<file path="config.mk">
export PLATFORM = sky130hd
export DESIGN_NAME = seg_pwm_monitor
export DESIGN_NICKNAME = d
export VERILOG_FILES = /design/src/rtl/seg_pwm_monitor.sv
export SDC_FILE = /design/constraint.sdc
export NUM_CORES = 1
export LEC_CHECK = 0
export ABC_AREA = 1
export CAP_MARGIN = 20
export CORE_ASPECT_RATIO = 1.2
export CORE_MARGIN = 10
export CORE_UTILIZATION = 58
export DETAILED_ROUTE_END_ITERATION = 10
export DONT_BUFFER_PORTS = 1
export PLACE_DENSITY_LB_ADDON = 0.1
export RECOVER_POWER = 100
export SYNTH_ARGS = -nofsm -noshare
export SYNTH_HDL_FRONTEND = slang
export SYNTH_SLANG_ARGS = --single-unit
</file>
<file path="constraint.sdc">
create_clock -name clk -period 9.6 [get_ports clk]
set_clock_uncertainty 0.1 [all_clocks]
set_input_delay 1.92 -clock clk [delete_from_list [all_inputs] [get_ports clk]]
set_output_delay 1.92 -clock clk [all_outputs]
set_load 0.05 [all_outputs]
</file>
<file path="src/rtl/seg_pwm_monitor.sv">
// Receive-side monitor for the 8-line PWM segment chaser: per-line duty per frame,
// brightest-line report and chase position/direction tracking around the 8-step ring.
module seg_pwm_monitor #(
  parameter int PWM_BITS    = 5,
  parameter int ACTIVE_LOW  = 1,
  parameter int MIN_DUTY    = 16,
  parameter int SYNC_STAGES = 2
) (
  input  logic                clk,
  input  logic                reset,
  input  logic [7:0]          seg_in,
  input  logic [2:0]          rd_sel,
  output logic [PWM_BITS:0]   rd_duty,
  output logic                frame_valid,
  output logic [2:0]          bright_idx,
  output logic                bright_ok,
  output logic [2:0]          pos,
  output logic                step_fwd,
  output logic                step_rev,
  output logic                lost
);
  localparam int DW = PWM_BITS + 1;
  localparam logic [7:0] POL = (ACTIVE_LOW != 0) ? 8'hFF : 8'h00;
  localparam logic [DW-1:0] MIN_D = DW'(MIN_DUTY);

  logic [7:0]          sync_q [SYNC_STAGES];
  logic [7:0]          lit;
  logic [PWM_BITS-1:0] fc;
  logic                frame_end;
  logic [DW-1:0]       acc [8];
  logic [DW-1:0]       duty [8];
  logic [DW-1:0]       final_d [8];
  logic [DW-1:0]       max_d;
  logic [2:0]          max_idx;
  logic                max_ok;
  logic [2:0]          prev_idx;
  logic [2:0]          pos_nxt;
  logic                fwd_nxt;
  logic                rev_nxt;
  logic                lost_nxt;

  function automatic logic [2:0] ring_at(input logic [2:0] p);
    case (p)
      3'd0: ring_at = 3'd0;
      3'd1: ring_at = 3'd1;
      3'd2: ring_at = 3'd6;
      3'd3: ring_at = 3'd4;
      3'd4: ring_at = 3'd3;
      3'd5: ring_at = 3'd2;
      3'd6: ring_at = 3'd6;
      default: ring_at = 3'd5;
    endcase
  endfunction

  // Segment 6 sits at ring positions 2 and 6; a resync lands on the lower one.
  function automatic logic [2:0] ring_first(input logic [2:0] b);
    case (b)
      3'd0: ring_first = 3'd0;
      3'd1: ring_first = 3'd1;
      3'd6: ring_first = 3'd2;
      3'd4: ring_first = 3'd3;
      3'd3: ring_first = 3'd4;
      3'd2: ring_first = 3'd5;
      3'd5: ring_first = 3'd7;
      default: ring_first = 3'd0;
    endcase
  endfunction

  always_ff @(posedge clk) begin
    if (reset) begin
      for (int s = 0; s < SYNC_STAGES; s++) sync_q[s] <= '0;
    end else begin
      sync_q[0] <= seg_in;
      for (int s = 1; s < SYNC_STAGES; s++) sync_q[s] <= sync_q[s-1];
    end
  end

  assign lit       = sync_q[SYNC_STAGES-1] ^ POL;
  assign frame_end = &fc;

  // Final duty includes this cycle's sample so the last cycle of a frame is never lost.
  always_comb begin
    max_d   = '0;
    max_idx = '0;
    for (int i = 0; i < 8; i++) final_d[i] = acc[i] + {{PWM_BITS{1'b0}}, lit[i]};
    for (int i = 0; i < 8; i++) begin
      if (i == 0 || final_d[i] > max_d) begin
        max_d   = final_d[i];
        max_idx = 3'(i);
      end
    end
    max_ok = (max_d >= MIN_D);
  end

  always_comb begin
    pos_nxt  = pos;
    fwd_nxt  = 1'b0;
    rev_nxt  = 1'b0;
    lost_nxt = 1'b0;
    if (max_ok && max_idx != prev_idx) begin
      if (max_idx == ring_at(pos + 3'd1)) begin
        pos_nxt = pos + 3'd1;
        fwd_nxt = 1'b1;
      end else if (max_idx == ring_at(pos - 3'd1)) begin
        pos_nxt = pos - 3'd1;
        rev_nxt = 1'b1;
      end else begin
        lost_nxt = 1'b1;
        if (max_idx != 3'd7) pos_nxt = ring_first(max_idx);
      end
    end
  end

  always_ff @(posedge clk) begin
    if (reset) begin
      fc          <= '0;
      rd_duty     <= '0;
      frame_valid <= 1'b0;
      bright_idx  <= '0;
      bright_ok   <= 1'b0;
      pos         <= '0;
      prev_idx    <= '0;
      step_fwd    <= 1'b0;
      step_rev    <= 1'b0;
      lost        <= 1'b0;
      for (int i = 0; i < 8; i++) begin
        acc[i]  <= '0;
        duty[i] <= '0;
      end
    end else begin
      fc          <= fc + 1'b1;
      rd_duty     <= duty[rd_sel];
      frame_valid <= frame_end;
      step_fwd    <= 1'b0;
      step_rev    <= 1'b0;
      lost        <= 1'b0;
      if (frame_end) begin
        for (int i = 0; i < 8; i++) begin
          duty[i] <= final_d[i];
          acc[i]  <= '0;
        end
        bright_idx <= max_idx;
        bright_ok  <= max_ok;
        pos        <= pos_nxt;
        step_fwd   <= fwd_nxt;
        step_rev   <= rev_nxt;
        lost       <= lost_nxt;
        if (max_ok) prev_idx <= max_idx;
      end else begin
        for (int i = 0; i < 8; i++) acc[i] <= final_d[i];
      end
    end
  end
endmodule

</file>
==> results of run 1 <==
## timing repair
item / 4_1_cts / 5_1_grt
cloned: 2 / 1
resized for setup: 14 / 94
pin swaps: 4 / 63
setup buffers: 3 / 24
endpoints found under the setup margin: 9 / 13
## power by group through the flow
stage / Combinational [W] / Sequential (W) / Clock, W
6_report: 0.00182 / 0.000687 / 0.000672
5_1_grt: 0.00201 / 0.000690 / 0.000703
4_1_cts: 0.00145 / 0.000685 / 0.000679
3_5_place_dp: 0.00135 / 0.000697 / 0
3_3_place_gp: 0.00134 / 0.000697 / 0
2_1_floorplan: 0.00105 / 0.000692 / 0
## placed cells by master, fill, tap and decap left out, types with 2 or more instances in the layout
| cell | instances |
|---|---|
| clkbuf_16 | 18 |
| inv_2 | 5 |
| inv_1 | 128 |
| nand2_4 | 10 |
| nand2_2 | 38 |
| nor2_2 | 8 |
| nand4_1 | 17 |
| buf_4 | 38 |
| o22ai_1 | 6 |
| nand2_1 | 133 |
| nand4_4 | 4 |
| inv_6 | 5 |
| nor2_1 | 176 |
| o21ai_4 | 4 |
| bufinv_16 | 2 |
| o21ai_2 | 7 |
| ha_1 | 41 |
| conb_1 | 42 |
| dfxtp_1 | 47 |
| nand3_2 | 18 |
| a21oi_2 | 3 |
| xor2_2 | 2 |
| clkinv_4 | 5 |
| o21bai_1 | 9 |
| nand2_8 | 5 |
| o21ai_1 | 8 |
| xor2_1 | 23 |
| nand3b_1 | 7 |
| nand3_1 | 68 |
| o311ai_0 | 3 |
| nand3_4 | 8 |
| buf_6 | 3 |
| ha_2 | 2 |
| o21ai_0 | 45 |
| ha_4 | 8 |
| edfxtp_1 | 90 |
| nor2_4 | 10 |
| a21oi_1 | 7 |
| a31oi_1 | 7 |
## stage by stage
| stage | std cells | power (W) |
|---|---|---|
| floorplan | 1022 | 0.00174 |
| global placement | 1181 | 0.00204 |
| detailed placement | 1181 | 0.00205 |
| CTS | 1218 | 0.00281 |
| global route | 1243 | 0.00340 |
| finish | 1243 | 0.00318 |
## routing by layer
metal / track usage [%] / share of wire [%] / vias to the layer above / routed length [um]
met4: 7.72 / 3.2 / 0 / 594
met3: 4.18 / 5.2 / 45 / 983
li1: - / - / 3344 / -
met2: 30.7 / 49 / 165 / 9200
met5: 0 / 0 / - / 0
met1: 23.7 / 43 / 3025 / 8060
## critical path, delay by kind of cell (launching register included)
family | cells | cell delay (ns)
simple gates | 39 | 3.85
fa+ha+maj | 9 | 2.45
compound gates | 12 | 1.54
buf+inv | 7 | 0.61
flops | 1 | 0.40
xor+xnor | 1 | 0.15
## flip-flops by register name (all words and copies together), names as in the netlist
signal,cells
bright_idx,3
frame_valid,1
rd_duty,6
lost,1
step_fwd,1
acc,48
duty,48
bright_ok,1
sync_q,16
prev_idx,3
step_rev,1
fc,5
pos,3
## logic make-up (layout without fill, tap and decap cells)
kind of cell | count (synthesis) | in the layout | synth area share [%]
buffers and inverters | 161 | 208 | 7.76
xor gates and xnor gates | 25 | 25 | 2.68
DFF | 137 | 137 | 44.6
and+or+nand+nor | 504 | 507 | 30.2
adders and majority gates | 51 | 51 | 7.80
other | 1 | 42 | 0.0459
AOI/OAI and AO/OA | 102 | 102 | 6.99
## path summary, 6_finish.rpt
kind	from	to	slack, ns	depth (start not counted)
worst max register to register	acc[0][6]$_SDFFCE_PN0P_	pos[0]$_SDFFE_PP0P_	0.35	68
worst min register to register	sync_q[0][6]$_SDFF_PP0_	sync_q[0][14]$_SDFF_PP0_	0.30	2
worst max-delay path	acc[0][6]$_SDFFCE_PN0P_	pos[0]$_SDFFE_PP0P_	0.35	68
worst min-delay path	sync_q[0][6]$_SDFF_PP0_	sync_q[0][14]$_SDFF_PP0_	0.30	2
## layout make-up
cell class                      count  area share, %
Tap cell                          171           2.18
Timing Repair Buffer               42           3.30
Multi-Input combinational cell    727           45.9
Clock buffer                       18           4.60
Clock inverter                     14           1.61
Sequential cell                   137           37.2
Inverter                          134           5.19
==> flow_summary_export.csv, run 1 <==
group,metric,value,unit
run_status,run_status,"finished, violations left",
run_status,violations,"max-capacitance violations, max-slew violations",
logic_synthesis,yosysMostFrequentCell,"nor2_1",
critical_path,end_kind,"register",
critical_path,max_stage_delay,0.40,ns
global_routing,grt-ovfl-total,0,
routing,wl,18800,um
place,io_buffers,0,
routing,drtPass1Iterations,5,
critical_path,cp-start-kind,"register",
pwr,p_leak,4.42,nW
global_routing,antenna_found_initial,0,
routing,routed_via_density,5.29,
finish,n_fill_cell,1062,
place,dp_hpwl,12700,um
pwr,switching_share,44.7,%
finish,drive_gt1_share,19.4,%
sta,fmax,108,MHz
clocking,cts_num_sinks,137,
sta,fin_crit,9.25,ns
pwr,p_comb_share,57.3,%
logic_synthesis,ys_warn_count,0,
logic_synthesis,synth_common_cells,"nor2_1, nand2_1, inv_1",
clocking,cts_tree,"yes",
sta,drv_slew,69,
routing,ant_nets,0,
floorplanning,start_util,59.2,%
clocking,htree_levels,4,
routing,post_drt_wl_per_cell,15.2,um
logic_synthesis,synth_top_cell_by_area,"edfxtp_1",
routing,drc,0,
place,post-place-ws,-0.243,ns
global_routing,grt_pass1_wl,29200,um
floorplanning,rows,47,
logic_synthesis,synth-edff-count,90,
floorplanning,dieWidth,128,um
place,routabilityCongestion,0.900,
sta,hold_violations,0,
finish,design_area,0.00980,sq mm
clocking,cts.clk_slew.worst_paths,0.06,ns
critical_path,arrival,9.48,ns
logic_synthesis,synth_area,0.00818,sq mm
global_routing,grt_max_degree,69,
critical_path,critPathMostFrequentCell,"nand2_2",
logic_synthesis,synth_ff_type,"edfxtp_1",
sta,worstMarginPinSlew,3.35,ns
min_path,worstHoldPathType,"register to register",
finish,fin_util,70.9,%
critical_path,cp.required,9.84,ns
sta,relSlewSlack,-123,%
logic_synthesis,syn_avg_cell_area,8.34,sq um
clocking,hold_buffers,0,
floorplanning,core,0.0138,sq mm
logic_synthesis,synthArstFlopShare,0,%
pwr,seqPwrFrac,21.6,%
pwr,netSwitchingPower,0.00142,W
logic_synthesis,synth_top_area_share,33.0,%
sta,period_share,96.3,%
logic_synthesis,seq_area_frac_synth,44.6,%
floorplanning,die_h,150,um
flow_run,drv_cap,1,
finish,multiInputGateArea,0.00450,sq mm
finish,regArea,0.00364,sq mm
routing,vias,6579,
routing,drt-initial-drc-count,462,
floorplanning,dieArea,0.0193,sq mm
pwr,power-per-cell-area,325,mW/mm^2
finish,syn_to_final_growth,19.8,%
critical_path,cp_slowest_cell,"edfxtp_1",
sta,setup_violations,0,
global_routing,grt_pass1_vias,6083,
clocking,cts_buffers,17,
sta,fin_tns_setup,0,ns
floorplanning,io_pins,30,
logic_synthesis,synth_seq_cells,137,
global_routing,grt_util_all_layers,18.9,%
finish,fin_nets,1123,
sta,worst_slack,0.355,ns
logic_synthesis,synth_cell_types,40,
logic_synthesis,netlist_top_cells_area,"edfxtp_1, dfxtp_1, nor2_1",
pwr,internal-power,0.00176,W
finish,antenna_cells,0,
clocking,clk_latency,0.43,ns
pwr,power.clock.fraction,21.1,%
place,placed_area,0.00853,sq mm
critical_path,critPathKind,"register to register",
clocking,cts_buffer_depth,2,
clocking,cts-root-buf,"clkbuf_16",
sta,whs,0.301,ns
critical_path,path_max_fanout,7,
logic_synthesis,syn_inst,981,
pwr,irDropWorstVdd,0.000323,V
Power figures use the tool's default switching activity.
==> run 2, diff against run 1 <==
--- a/config.mk
+++ b/config.mk
@@ -6,7 +6,6 @@
 export NUM_CORES = 1
 export LEC_CHECK = 0
 export ABC_AREA = 1
-export CAP_MARGIN = 20
 export CORE_ASPECT_RATIO = 1.2
 export CORE_MARGIN = 10
 export CORE_UTILIZATION = 58
==> results of run 2 <==
Same layout as run 1: the final DEF is identical, and so are final timing and power.
==> run 3, diff against run 2 <==
--- a/config.mk
+++ b/config.mk
@@ -6,9 +6,9 @@
 export NUM_CORES = 1
 export LEC_CHECK = 0
 export ABC_AREA = 1
-export CORE_ASPECT_RATIO = 1.2
+export CORE_ASPECT_RATIO = 1.25
 export CORE_MARGIN = 10
-export CORE_UTILIZATION = 58
+export CORE_UTILIZATION = 32
 export DETAILED_ROUTE_END_ITERATION = 10
 export DONT_BUFFER_PORTS = 1
 export PLACE_DENSITY_LB_ADDON = 0.1
==> run 3 against run 2 <==
The flow still finishes with violations (max-capacitance violations, max-slew violations). Non-clock buffer count is 6 lower. Core utilization is 32 points lower. Final cell count is 13% higher. Sequential share of layout area is 0.11 points higher. First-iteration DRC count is 46% lower. Maximum frequency is 2.8% higher. Routed wire length is 9.9% higher. Die area is 68% higher. Total power is 4.2% lower. Sequential power hardly changed.
==> flow_summary_export.csv, run 3 (synthesis gave the netlist of run 1 again) <==
group,metric,value,unit
pwr,irDropWorstVdd,0.000132,V
critical_path,cp-start-kind,"register",
floorplanning,die_h,199,um
min_path,worstHoldPathType,"register to register",
critical_path,cp.required,9.86,ns
clocking,clk_latency,0.43,ns
critical_path,cp-startpoint,"acc[0][6]$_SDFFCE_PN0P_",
place,io_buffers,0,
routing,drt-initial-drc-count,249,
sta,setup_violations,0,
min_path,holdPathEnd,"sync_q[0][11]$_SDFF_PP0_",
routing,routed_via_density,4.50,
routing,wl,20700,um
clocking,cts-root-buf,"clkbuf_16",
critical_path,path_max_fanout,8,
pwr,p_leak,4.34,nW
run_status,violations,"max-capacitance violations, max-slew violations",
critical_path,regToRegSetupSlack,0.60,ns
floorplanning,rows,65,
global_routing,grt_pass1_vias,6241,
finish,design_area,0.00977,sq mm
sta,whs,0.300,ns
finish,antenna_cells,0,
floorplanning,core,0.0252,sq mm
min_path,min_path_cells,2,
sta,relSlewSlack,-152,%
clocking,cts.clk_slew.worst_paths,0.06,ns
global_routing,grt_max_degree,74,
finish,reg_top3,"acc (48), duty (48), sync_q (16)",
place,dp_hpwl,15600,um
critical_path,arrival,9.26,ns
finish,fin_nets,1116,
sta,hold_violations,0,
finish,syn_to_final_growth,19.4,%
pwr,power-per-cell-area,312,mW/mm^2
routing,drc,0,
sta,worstMarginPinSlew,3.78,ns
place,post-place-ws,-0.294,ns
global_routing,grt_pass1_wl,33300,um
floorplanning,dieArea,0.0324,sq mm
sta,fin_crit,9.00,ns
critical_path,critPathKind,"register to register",
clocking,cts_buffer_depth,2,
global_routing,grt-ovfl-total,0,
critical_path,regToRegStartpoint,"acc[0][6]$_SDFFCE_PN0P_",
critical_path,max_stage_delay,0.40,ns
flow_run,drv_cap,1,
sta,fin_tns_setup,0,ns
clocking,hold_buffers,0,
min_path,min-delay-start,"sync_q[0][3]$_SDFF_PP0_",
place,routabilityCongestion,0.843,
critical_path,critPathMostFrequentCell,"nand2_1",
routing,vias,6296,
critical_path,r2r_end,"pos[2]$_SDFFE_PP0P_",
critical_path,reg2reg_depth,66,
routing,post_drt_wl_per_cell,14.8,um
finish,final_cell_mix,"nor2_1, nand2_1, inv_1",
sta,drv_slew,74,
sta,period_share,93.7,%
routing,drtPass1Iterations,4,
run_status,run_status,"finished, violations left",
global_routing,grt_util_all_layers,13.1,%
floorplanning,io_pins,30,
place,placed_area,0.00884,sq mm
pwr,total_power,0.00305,W
clocking,htree_levels,4,
routing,ant_nets,0,
sta,worst_slack,0.603,ns
clocking,cts_buffers,17,
clocking,cts_tree,"yes",
critical_path,end_kind,"register",
critical_path,cp_slowest_cell,"edfxtp_1",
sta,fmax,111,MHz
global_routing,antenna_found_initial,0,
clocking,cts_num_sinks,137,
floorplanning,start_util,32.4,%
finish,drive_gt1_share,17.1,%
finish,final_common_cell,"nor2_1",
floorplanning,dieWidth,163,um
-- run 3: changes by cell type in the layout (fill, tap and decap cells not counted), moves of 4 or more --
cell	change
inv_6	-5
buf_4	-4
nand2_1	+9
nand2_2	-8
-- run 3: cell type report --
class	instances	area [sq um]
Fill cell	2625	15400
Tap cell	335	419
Timing Repair Buffer	36	270
Multi-Input combinational cell	726	4360
Clock inverter	14	133
Clock buffer	18	429
Inverter	134	510
Sequential cell	137	3640
-- run 3: what timing repair did --
item,4_1_cts,5_1_grt
cloned,1,1
gates resized for setup,13,70
buffers inserted,1,7
setup endpoints to repair,9,13
pin swaps,2,35
-- run 3: through the flow --
step / std cells / util [%]
2_1_floorplan: 1022 / -
3_3_place_gp: 1358 / 35.1
3_5_place_dp: 1358 / 35.1
4_1_cts: 1392 / 37.4
5_1_grt: 1400 / 38.7
6_report: 1400 / 38.7
-- run 3: critical path: cells and delay by family, from the launching register on --
family          cells  cell delay (ns)
xor+xnor            1             0.15
flops               1             0.40
simple gates       42             4.09
buf+inv             3             0.18
fa+ha+maj           9             2.53
compound gates     11             1.48
-- run 3: worst max-delay path by stage --
stage,cells past startpoint,slack (ns),to
after floorplan,78,0.03,pos[0]$_SDFFE_PP0P_
after global placement,72,-0.05,pos[0]$_SDFFE_PP0P_
after detailed placement,70,-0.29,pos[2]$_SDFFE_PP0P_
after CTS,71,0.04,pos[2]$_SDFFE_PP0P_
after global routing,73,-0.11,pos[1]$_SDFFE_PP0P_
final,66,0.60,pos[2]$_SDFFE_PP0P_
-- run 3: power breakdown --
part,internal [W],switching (W),total [W],leakage (nW)
Combinational,0.000631,0.00109,0.00172,2.76
Clock,0.000378,0.000258,0.000636,0.272
Sequential,0.000663,0.0000242,0.000687,1.31
Total,0.00167,0.00138,0.00305,4.34
-- run 3: layer usage --
layer	vias up	share of wire, %	track usage (%)
met5	-	0	0
met4	0	2.6	5.48
met3	32	3.3	3.10
met2	73	48	21.6
met1	2878	46	16.0
li1	3313	-	-
